==> src/rtl/sumador_restador_serie.sv <==
// Digit-serial adder/subtractor: DIGIT bits per cycle, LSB digit first,
// with carry kept in a register between digits and flags on completion.
module sumador_restador_serie #(
    parameter int WIDTH = 16,
    parameter int DIGIT = 4
) (
    input  logic             clk,
    input  logic             rst_n,
    input  logic             start,
    input  logic             Sel,
    input  logic [WIDTH-1:0] A,
    input  logic [WIDTH-1:0] B,
    output logic             busy,
    output logic             done,
    output logic [WIDTH-1:0] salida,
    output logic             Co,
    output logic             V,
    output logic             Z,
    output logic             N
);

    localparam int DSAFE = (DIGIT < 1) ? 1 : DIGIT;
    localparam int STEPS = WIDTH / DSAFE;
    localparam int CW    = (STEPS > 1) ? $clog2(STEPS) : 1;
    localparam int DW    = DIGIT + 1;

    generate
        if (WIDTH < 2 || DIGIT < 1 || (WIDTH % DSAFE) != 0) begin : g_bad_params
            $fatal(1, "sumador_restador_serie: illegal WIDTH/DIGIT");
        end
    endgenerate

    typedef enum logic [1:0] {IDLE, RUN, DONE} state_t;

    state_t           state, state_nx;
    logic [WIDTH-1:0] a_sh, b_sh, res, res_nx;
    logic [DW-1:0]    dsum;
    logic [CW-1:0]    cnt;
    logic             carry, a_msb, b_msb, last;

    assign busy = (state != IDLE);
    assign done = (state == DONE);
    assign last = (cnt == CW'(STEPS - 1));

    // One digit per cycle; the new digit enters at the top of res.
    assign dsum   = DW'(a_sh[DIGIT-1:0]) + DW'(b_sh[DIGIT-1:0]) + DW'(carry);
    assign res_nx = (res >> DIGIT) | (WIDTH'(dsum[DIGIT-1:0]) << (WIDTH - DIGIT));

    always_comb begin
        state_nx = state;
        unique case (state)
            IDLE:    if (start) state_nx = RUN;
            RUN:     if (last) state_nx = DONE;
            DONE:    state_nx = IDLE;
            default: state_nx = IDLE;
        endcase
    end

    always_ff @(posedge clk or negedge rst_n) begin
        if (!rst_n) begin
            state <= IDLE;
        end else begin
            state <= state_nx;
        end
    end

    always_ff @(posedge clk or negedge rst_n) begin
        if (!rst_n) begin
            a_sh   <= '0;
            b_sh   <= '0;
            res    <= '0;
            carry  <= 1'b0;
            a_msb  <= 1'b0;
            b_msb  <= 1'b0;
            cnt    <= '0;
            salida <= '0;
            Co     <= 1'b0;
            V      <= 1'b0;
            Z      <= 1'b0;
            N      <= 1'b0;
        end else begin
            unique case (state)
                IDLE: begin
                    if (start) begin
                        a_sh  <= A;
                        b_sh  <= B ^ {WIDTH{Sel}};
                        carry <= Sel;
                        a_msb <= A[WIDTH-1];
                        b_msb <= B[WIDTH-1] ^ Sel;
                        res   <= '0;
                        cnt   <= '0;
                    end
                end
                RUN: begin
                    a_sh  <= a_sh >> DIGIT;
                    b_sh  <= b_sh >> DIGIT;
                    carry <= dsum[DIGIT];
                    res   <= res_nx;
                    cnt   <= cnt + CW'(1);
                    if (last) begin
                        salida <= res_nx;
                        Co     <= dsum[DIGIT];
                        V      <= (a_msb == b_msb) && (res_nx[WIDTH-1] != a_msb);
                        Z      <= (res_nx == '0);
                        N      <= res_nx[WIDTH-1];
                    end
                end
                default: ;
            endcase
        end
    end

endmodule

==> config.mk <==
export PLATFORM = sky130hd
export DESIGN_NAME = sumador_restador_serie
export DESIGN_NICKNAME = d
export VERILOG_FILES = /design/src/rtl/sumador_restador_serie.sv
export SDC_FILE = /design/constraint.sdc
export NUM_CORES = 1
export LEC_CHECK = 0
export BUFFER_PORTS_ARGS = -buffer_cell sky130_fd_sc_hd__buf_4
export CAP_MARGIN = 20
export CELL_PAD_IN_SITES_DETAIL_PLACEMENT = 0
export CELL_PAD_IN_SITES_GLOBAL_PLACEMENT = 1
export CORE_AREA = 2 2 95 97
export CTS_CLUSTER_SIZE = 25
export DETAILED_ROUTE_END_ITERATION = 16
export DIE_AREA = 0 0 97 99
export PLACE_DENSITY = 0.71
export SLEW_MARGIN = 20
export SYNTH_ARGS = -nofsm -noshare
export SYNTH_HDL_FRONTEND = slang
export SYNTH_SLANG_ARGS = --single-unit
==> constraint.sdc <==
create_clock -name clk -period 2.15 [get_ports clk]
set_input_delay 0.43 -clock clk [delete_from_list [all_inputs] [get_ports clk]]
set_output_delay 0.43 -clock clk [all_outputs]
set_load 0.01 [all_outputs]
==> results of run 1 <==
==> cells by family after synthesis <==
| group | count (synthesis) |
|---|---|
| multiplexers | 13 |
| XOR/XNOR | 18 |
| AO/OA/AOI/OAI | 58 |
| adder cells (fa/ha/maj) | 6 |
| flip-flops | 70 |
| AND/OR/NAND/NOR | 116 |
| buffers and inverters | 27 |
==> Yosys cell counts <==
master    count
a211oi_1      3
nand2_1      66
nor4b_1       1
a31oi_1      11
or3b_2        1
o21ai_1       2
a22oi_1       1
a211o_1       1
nand2b_1      1
xnor2_1      17
and3_1        2
inv_1         6
nor2_2        1
nand2_2       1
nor2b_2       1
fa_1          2
mux2_1       11
o21ai_0      22
nor4_2        1
nand3b_1      2
nor3_1        1
nor4_1        1
or4_1         1
nand3_1       4
buf_4         3
dfrtp_1      70
a32o_1        1
nor2_1       30
a221o_1      12
buf_2        14
a21o_1        1
o211ai_1      1
nor2b_1       1
a21oi_1       3
mux2_2        2
nor3b_2       1
xor2_1        1
ha_1          4
clkbuf_1      4
==> through the flow <==
step	util	setup slack, ns
5_1_grt	0.460	-0.145
6_report	0.460	0.0187
3_3_place_gp	0.432	0.0458
3_5_place_dp	0.432	0.00636
4_1_cts	0.458	0.0115
2_1_floorplan	-	0.137
==> repair_timing <==
item                                    CTS  global route
endpoints found under the setup margin    1             1
gates resized for setup                   1             4
pin swaps                                 0             5
setup buffers                             0             2
==> cell usage in the layout (no fill, tap or decap), types with 2 or more instances in the layout <==
cell	n
a21oi_1	3
clkbuf_8	11
nand3b_1	2
nor2_1	30
a211oi_1	3
ha_1	4
inv_1	4
inv_6	2
inv_2	2
buf_4	65
clkinv_4	2
and3_1	2
nand2_1	66
o21ai_0	22
a221o_1	12
dfrtp_1	70
o21ai_1	2
mux2_2	2
a31oi_1	11
nand3_1	4
mux2_1	11
xnor2_1	17
==> worst reg2reg max path, stage by stage, from the launching register on <==
cell,delay [ns]
dfrtp_1,0.36
inv_2,0.05
fa_2,0.39
inv_2,0.07
fa_1,0.42
nor4b_2,0.26
nand2_1,0.09
nor4_2,0.23
a32o_2,0.21
==> worst max path at each step <==
stage / endpoint / depth (start not counted)
CTS: Z / 8
detailed placement: Z / 8
global route: Z / 8
finish: Z / 8
floorplan: Z / 8
global placement: Z / 8
==> final cells by class <==
class	instances	area share
multi-input combinational	211	0.331
timing repair buffer	66	0.129
tap	108	0.0343
clock buffer	11	0.0385
inverter	6	0.00572
clock inverter	5	0.0165
sequential	70	0.445
==> layer usage <==
| metal | vias up | GRT usage |
|---|---|---|
| met2 | 53 | 0.228 |
| met1 | 1162 | 0.206 |
| met4 | 0 | 0.0607 |
| li1 | 1157 | - |
| met3 | 6 | 0.0390 |
| met5 | - | 0 |
==> where the power goes <==
group	internal, uW	total [uW]	switching [uW]	leakage (uW)
logic	1160	2520	1360	0.000859
registers	1930	2350	428	0.000877
clock network	611	1130	522	0.000111
==> flip-flops by register name (all words and copies together), names as in the netlist, 2 cells and up <==
register and flops:
a_sh 16, b_sh 16, cnt 2, res 12
salida 16, state 2
==> results.md, run 1 <==
- Status: finished clean
- Unique masters post-synth: 39
- I/O Buffers: 57
- DR WL/cell: 14.3 um
- Worst clock skew: 0.0119 ns
- Final std cells w/o fill: 477
- CTS tree: built
- Core ar.: around 0.0086 mm2
- Worst setup SP type: flop
- Worst EP arrival: 2.42 ns
- Post-synthesis xor/xnor area fraction: 0.0498
- Multi-input logic area: 0.00130 mm2
- Number of antenna diodes: 0
- Initial DRC count: 85
- Final instance area: 0.00394 mm2
- Placed wire-length estimate: 4530 um
- Worst EP required: 2.44 ns
- LEAKAGE: around 0.0018 uW
- Routed Antenna Nets: 0
- Vias in the first global route: 2,327
- Max cap viols: 0
- Initial Util: 0.370
- Via count: between 2,000 and 2,500
- Post-Synthesis Cell Area: 0.00317 mm2
- Pwr dens: 1530 mW/mm2
- Num CTS Buffers: 9
- Main combinational cell family by area after synthesis: simple AND/OR/NAND/NOR gates
- Period minus WS final: 2.13 ns
- Area grow syn2layout: 24.3%
- Worst-path clk slew: 0.08 ns
- Crit path largest cell delay: between 0.4 and 0.5 ns
- DP Area: 0.00369 mm2
- Min-delay worst type: in -> async
- Gr ovfl total: 0
- Initial antenna violation count: 0
- Top post-synthesis cells by area: dfrtp_1 55%, nand2_1 7.8%, xnor2_1 4.7%, mux2_1 3.9%, a221o_1 3.8%
- Storage cell area: 0.00175 mm2
- Syn Nets: 350
- Top-Level Pins: 58
- Die X: 97 um
- Die Ht: 99 um
- Unrepaired setup endpoints after global routing: yes
- R2R setup slack: 0.02 ns
- Met3 wire len: 287 um
- Worst-path fanout max: 3
- Setup TNS: 0 ns
- IR drop worst, VDD: 0.453 mV
- Total Wirelength: 6810 um
- Seq/Total Area, Yosys: 0.553
- Cell breakdown of the critical path: inv_2 -> fa_2 -> inv_2 -> fa_1 -> nor4b_2 -> nand2_1 -> nor4_2 -> a32o_2
- Vias per std cell: 4.99
- GR Util All Layers: 0.150
- Crit path from: carry
- RR Endpoint: Z
- Placed Cells: 459
- Slew Viols, Final: 0
- Worst reg2reg startpoint: carry
- Yosys reg bits: 70
- Clk sinks: 70
- Synth Area in Compound Gates: 0.122
- Final hold vios: 0
- Cell row count: 34
- Hold-fix buffers, CTS: 0
- Skew-Pair Late Insertion Delay: 0.35 ns
- # H-tree levels: 3
- Fmax: 469 MHz
- Synthesis Warnings: 0
- Leading area contributor after synthesis: dfrtp_1
- Top cell family by delay on the critical path: adder cells
- Final RePlAce weighted congestion: roughly 0.8
- Met1 Routed Length: 3230 um
- DRC: 0
- Root Driver: clkbuf_8
- Largest net degree at the start of global routing: 46
- Die Area: about 0.0096 mm2
- Relative slew slack: 0.678
- Fill count: 802
- Post-synthesis simple-gate area fraction: 0.159
- Layout Nets: 406
- Post-Synthesis Cells: 308
- Setup crit end kind: flop
- Global-route wire length before repair: 11,600 um
- Mux contribution to synthesized area: 0.0462
- Final setup vio count: 0
- Worst-margin pin slew: 0.481 ns
- Top-area cell type share of the netlist area: 0.553
- Most common cell on crit path: inv_2
- Crit Path Category: reg -> reg
- TritonRoute pass-1 iters: 4
- Worst r2r path cells: 8
- Met2 wire length: around 3200 um
- Power consumption: 6000 uW
- Hold slack final: 0.0284 ns
- DR top layer: met4
- Layout cells sized above 1: 0.257
- Final Cycle Share: 0.991
- Mean Syn Cell Area: 10.3 um2
- Slowest library cell on the worst path: fa_1
- Worst path buffer plus inverter count: 2
- Max clock buf depth: 2
- Synth Area in Adders: 0.0284
Power figures use the tool's default switching activity.
==> inputs of run 2 (changes only) <==
- MAX_ROUTING_LAYER: not set -> met4
==> run 2 against run 1 <==
Against the previous run:
- die area is the same
- core utilization unchanged
- wire length is 0.32% higher
==> results.md, run 2 (same netlist as run 1, synthesis figures left out) <==
- Status: finished clean
- Initial antenna violation count: 0
- Clk sinks: 70
- Most frequent cells in the layout: 70 x dfrtp_1, 66 x nand2_1, 65 x buf_4
- Gr ovfl total: 0
- Worst-path clk slew: around 0.080 ns
- Skew-Pair Late Insertion Delay: 0.35 ns
- Core ar.: 0.00855 mm2
- Min-delay worst type: in -> async
- Worst-path fanout max: 3
- Period minus WS final: around 2.1 ns
- Final instance area: 0.00394 mm2
- Max cap viols: 0
- Pwr dens: 1530 mW/mm2
- Die Area: 0.00960 mm2
- Number of antenna diodes: 0
- Worst clock skew: around 0.011 ns
- Fmax: 469 MHz
- Total Wirelength: 6830 um
- Worst EP required: 2.44 ns
- Cell row count: 34
- Max clock buf depth: 2
- Top cell family by delay on the critical path: adder cells
- Worst path buffer plus inverter count: 2
- Initial Util: 0.370
- Hold-fix buffers, CTS: 0
- Met3 wire len: ~300 um
- Unrepaired setup endpoints after global routing: yes
- Final core occ: 0.460
- DP Area: between 0.003 and 0.004 mm2
- DR WL/cell: between 10 and 15 um
- Largest registers: a_sh (16), b_sh (16), salida (16)
- Via count: 2,398
- IR drop worst, VDD: 0.456 mV
- Largest net degree at the start of global routing: 46
- Final setup vio count: 0
- Num CTS Buffers: 9
- Layout Nets: 406
- Placed wire-length estimate: 4530 um
- GR Util All Layers: 0.154
- Met2 wire length: 3240 um
- Final RePlAce weighted congestion: 0.795
- Area grow syn2layout: 24.3%
- Final Cycle Share: 0.992
- Slew Viols, Final: 0
- Vias in the first global route: 2,327
- Relative slew slack: 0.678
- Worst EP arrival: 2.42 ns
- Crit path from: carry
- Crit Path Category: reg -> reg
- DRC: 0
- Met1 Routed Length: 3200 um
- Top-Level Pins: 58
- Routed Antenna Nets: 0
- Global-route wire length before repair: around 12,000 um
- Worst reg2reg startpoint: carry
- Most common cell on crit path: inv_2
- Worst setup SP type: flop
- Vias per std cell: 5.03
- CTS tree: built
- I/O Buffers: between 50 and 60
- # H-tree levels: 3
- Crit path largest cell delay: 0.42 ns
- DR top layer: met4
- Die Ht: 99 um
- Setup crit end kind: flop
- Layout cells sized above 1: 0.257
- Root Driver: clkbuf_8
- Slowest library cell on the worst path: fa_1
- Cell breakdown of the critical path: inv_2 -> fa_2 -> inv_2 -> fa_1 -> nor4b_2 -> nand2_1 -> nor4_2 -> a32o_2
- Leading cell type in the layout, fill and taps excluded: dfrtp_1
- LEAKAGE: 0.00185 uW
- Worst-margin pin slew: 0.481 ns
- Die X: 97 um
- Final hold vios: 0
- Initial DRC count: 115
- TritonRoute pass-1 iters: 4
-- run 2: worst paths after layout --
check	end	slack (ns)	cells past startpoint
max in group asynchronous	state[1]	1.56	2
hold reg to reg	salida[12]	0.48	2
min in group clk	a_sh[13]	0.28	3
hold / removal	a_sh[12]	0.03	1
setup reg to reg	Z	0.02	8
setup / recovery	Z	0.02	8
-- run 2: per-layer routing --
layer | track usage | vias up
met5 | - | -
li1 | - | 1160
met1 | 0.204 | 1171
met4 | 0.0607 | 0
met2 | 0.229 | 57
met3 | 0.0383 | 10
-- run 2: area by class of cell --
type                            instances  area, um2
Clock buffer                           11        151
Clock inverter                          5       65.1
Fill cell                             802       4620
Inverter                                6       22.5
Multi-Input combinational cell        211       1300
Sequential cell                        70       1750
Tap cell                              108        135
Timing Repair Buffer                   66        508
-- run 2: what timing repair did --
item / 4_1_cts / 5_1_grt
pin swaps: 0 / 5
setup buffers: 0 / 2
setup endpoints to repair: 1 / 1
resized for setup: 1 / 4
-- run 2: metrics by stage --
| stage | hold WS (ns) | cells | total power (uW) | setup WS, ns | setup TNS [ns] |
|---|---|---|---|---|---|
| global placement | 0.421 | 459 | 4790 | 0.0458 | 0 |
| finish | 0.0266 | 477 | 6010 | 0.0180 | 0 |
| CTS | 0.0376 | 475 | 6050 | 0.0115 | 0 |
| detailed placement | 0.423 | 459 | 4870 | 0.00636 | 0 |
| global route | 0.0541 | 477 | 6510 | -0.145 | -0.145 |
| floorplan | 0.134 | 308 | 4010 | 0.137 | 0 |
-- run 2: where the power goes --
part | switching (uW) | internal (uW)
clock | 525 | 611
sequential | 426 | 1930
combinational | 1360 | 1160
==> inputs of run 3 (changes only) <==
- PLACE_DENSITY: 0.71 -> 0.83
==> run 3 against run 2 <==
Against the previous run:
- total power is 0.28% higher
- combinational power is 3% higher
- register-to-register slack better by 0.02 ns
- die area stayed put
- wire length is 1.7% lower
- first-iteration DRC count is 26% lower
- hold slack better by 0.012 ns
- sequential power hardly changed
==> results.md, run 3 (same netlist as run 1, synthesis figures left out) <==
- Status: finished clean
- Gr ovfl total: 0
- Vias per std cell: 4.95
- CTS tree: built
- Cell row count: 34
- Root Driver: clkbuf_8
- Power consumption: 6030 uW
- Routed Antenna Nets: 0
- Top-Level Pins: 58
- Final instance area: a little under 0.004 mm2
- Max clock buf depth: 2
- # H-tree levels: 3
- Worst path buffer plus inverter count: 2
- Worst-path clk slew: 0.08 ns
- Vias in the first global route: between 2,000 and 2,500
- Setup crit end kind: flop
- Worst-margin pin slew: 0.615 ns
- Most common cell on crit path: inv_2
- Num CTS Buffers: 9
- Min-delay worst type: in -> async
- I/O Buffers: between 50 and 60
- GR Util All Layers: 0.154
- Placed wire-length estimate: 4620 um
- Initial antenna violation count: 0
- Area grow syn2layout: 23.8%
- IR drop worst, VDD: 0.480 mV
- Core ar.: 0.00855 mm2
- Clk sinks: 70
- Relative slew slack: 0.589
- Setup TNS: 0 ns
- M2 GR Usage: 0.235
- Pwr dens: 1540 mW/mm2
- Leading cell type in the layout, fill and taps excluded: dfrtp_1
- Most frequent cells in the layout: 70 x dfrtp_1, 68 x buf_4, 66 x nand2_1
- LEAKAGE: 0.00183 uW
- Layout cells sized above 1: 0.259
- Slew Viols, Final: 0
- Worst EP required: 2.44 ns
- Number of antenna diodes: 0
- Top cell family by delay on the critical path: adder cells
- Worst EP arrival: 2.40 ns
- Unrepaired setup endpoints after global routing: yes
- Global-route wire length before repair: 11,400 um
- Final hold vios: 0
- Final RePlAce weighted congestion: 0.824
- Hold-fix buffers, CTS: 0
- Period minus WS final: between 2 and 2.5 ns
- Total Wirelength: around 6700 um
- Max cap viols: 0
- Met3 usage: 0.0426
- Final Cycle Share: 0.980
- DRC: 0
- Gr busiest metal: met2
- Die Area: 0.00960 mm2
- Via count: 2,369
- Initial DRC count: 85
- Largest net degree at the start of global routing: between 40 and 50
- Fmax: 474 MHz
- Largest registers: a_sh (16), b_sh (16), salida (16)
- Final core occ: 0.458
- TritonRoute pass-1 iters: 4
- Initial Util: 0.370
- Die Ht: 99 um
- Worst setup SP type: flop
- Cell breakdown of the critical path: inv_2 -> fa_2 -> inv_2 -> fa_1 -> nor4b_2 -> nand2_1 -> nor4_2 -> a32o_1
- Crit path largest cell delay: 0.43 ns
- GR Util met1: 0.193
- Worst clock skew: 0.00828 ns
- DP Area: 0.00369 mm2
- Skew-Pair Late Insertion Delay: 0.35 ns
- Layout Nets: 408
- Crit Path Category: reg -> reg
- Final setup vio count: 0
- Slowest library cell on the worst path: fa_1
- Worst-path fanout max: 2
- DR WL/cell: roughly 14 um
- Die X: 97 um
run 3: layout make-up:
| cell class | count | area [um2] |
|---|---|---|
| timing repair buffer | 68 | 510 |
| clock inverter | 5 | 58.8 |
| inverter | 6 | 22.5 |
| fill | 817 | 4630 |
| sequential | 70 | 1750 |
| clock buffer | 11 | 141 |
| tap | 108 | 135 |
| multi-input combinational | 211 | 1300 |
run 3: what timing repair did:
| item | CTS | global route |
|---|---|---|
| buffers inserted | 1 | 2 |
| resized for setup | 1 | 4 |
| endpoints found under the hold margin | 0 | 0 |
| pin swaps | 1 | 5 |
| endpoints found under the setup margin | 1 | 1 |
run 3: power breakdown:
part	switching, uW	internal, uW
combinational	1380	1210
sequential	429	1930
clock	509	567
total	2320	3710
run 3: through the flow:
| stage | hold slack, ns | instances | setup slack, ns |
|---|---|---|---|
| detailed placement | 0.436 | 460 | -0.0366 |
| finish | 0.0385 | 479 | 0.0420 |
| global route | 0.0699 | 479 | -0.0520 |
| floorplan | 0.134 | 308 | 0.137 |
| CTS | 0.0525 | 477 | 0.0114 |
| global placement | 0.433 | 460 | 0.0620 |
run 3: worst paths after layout:
kind                          start       end  slack, ns  cells past startpoint
max                           carry         Z       0.04                      8
min                           rst_n  a_sh[13]       0.04                      1
max reg2reg                   carry         Z       0.04                      8
min reg2reg                a_sh[15]  a_sh[15]       0.49                      2
max in group asynchronous     rst_n  b_sh[11]       1.49                      2
min in group clk              A[12]  a_sh[12]       0.28                      3
run 3: routing by layer:
metal | vias to the layer above | wire, um
met5 | - | 0
met4 | 0 | 144
met3 | 11 | 271
met2 | 49 | 3180
met1 | 1147 | 3120
li1 | 1162 | -
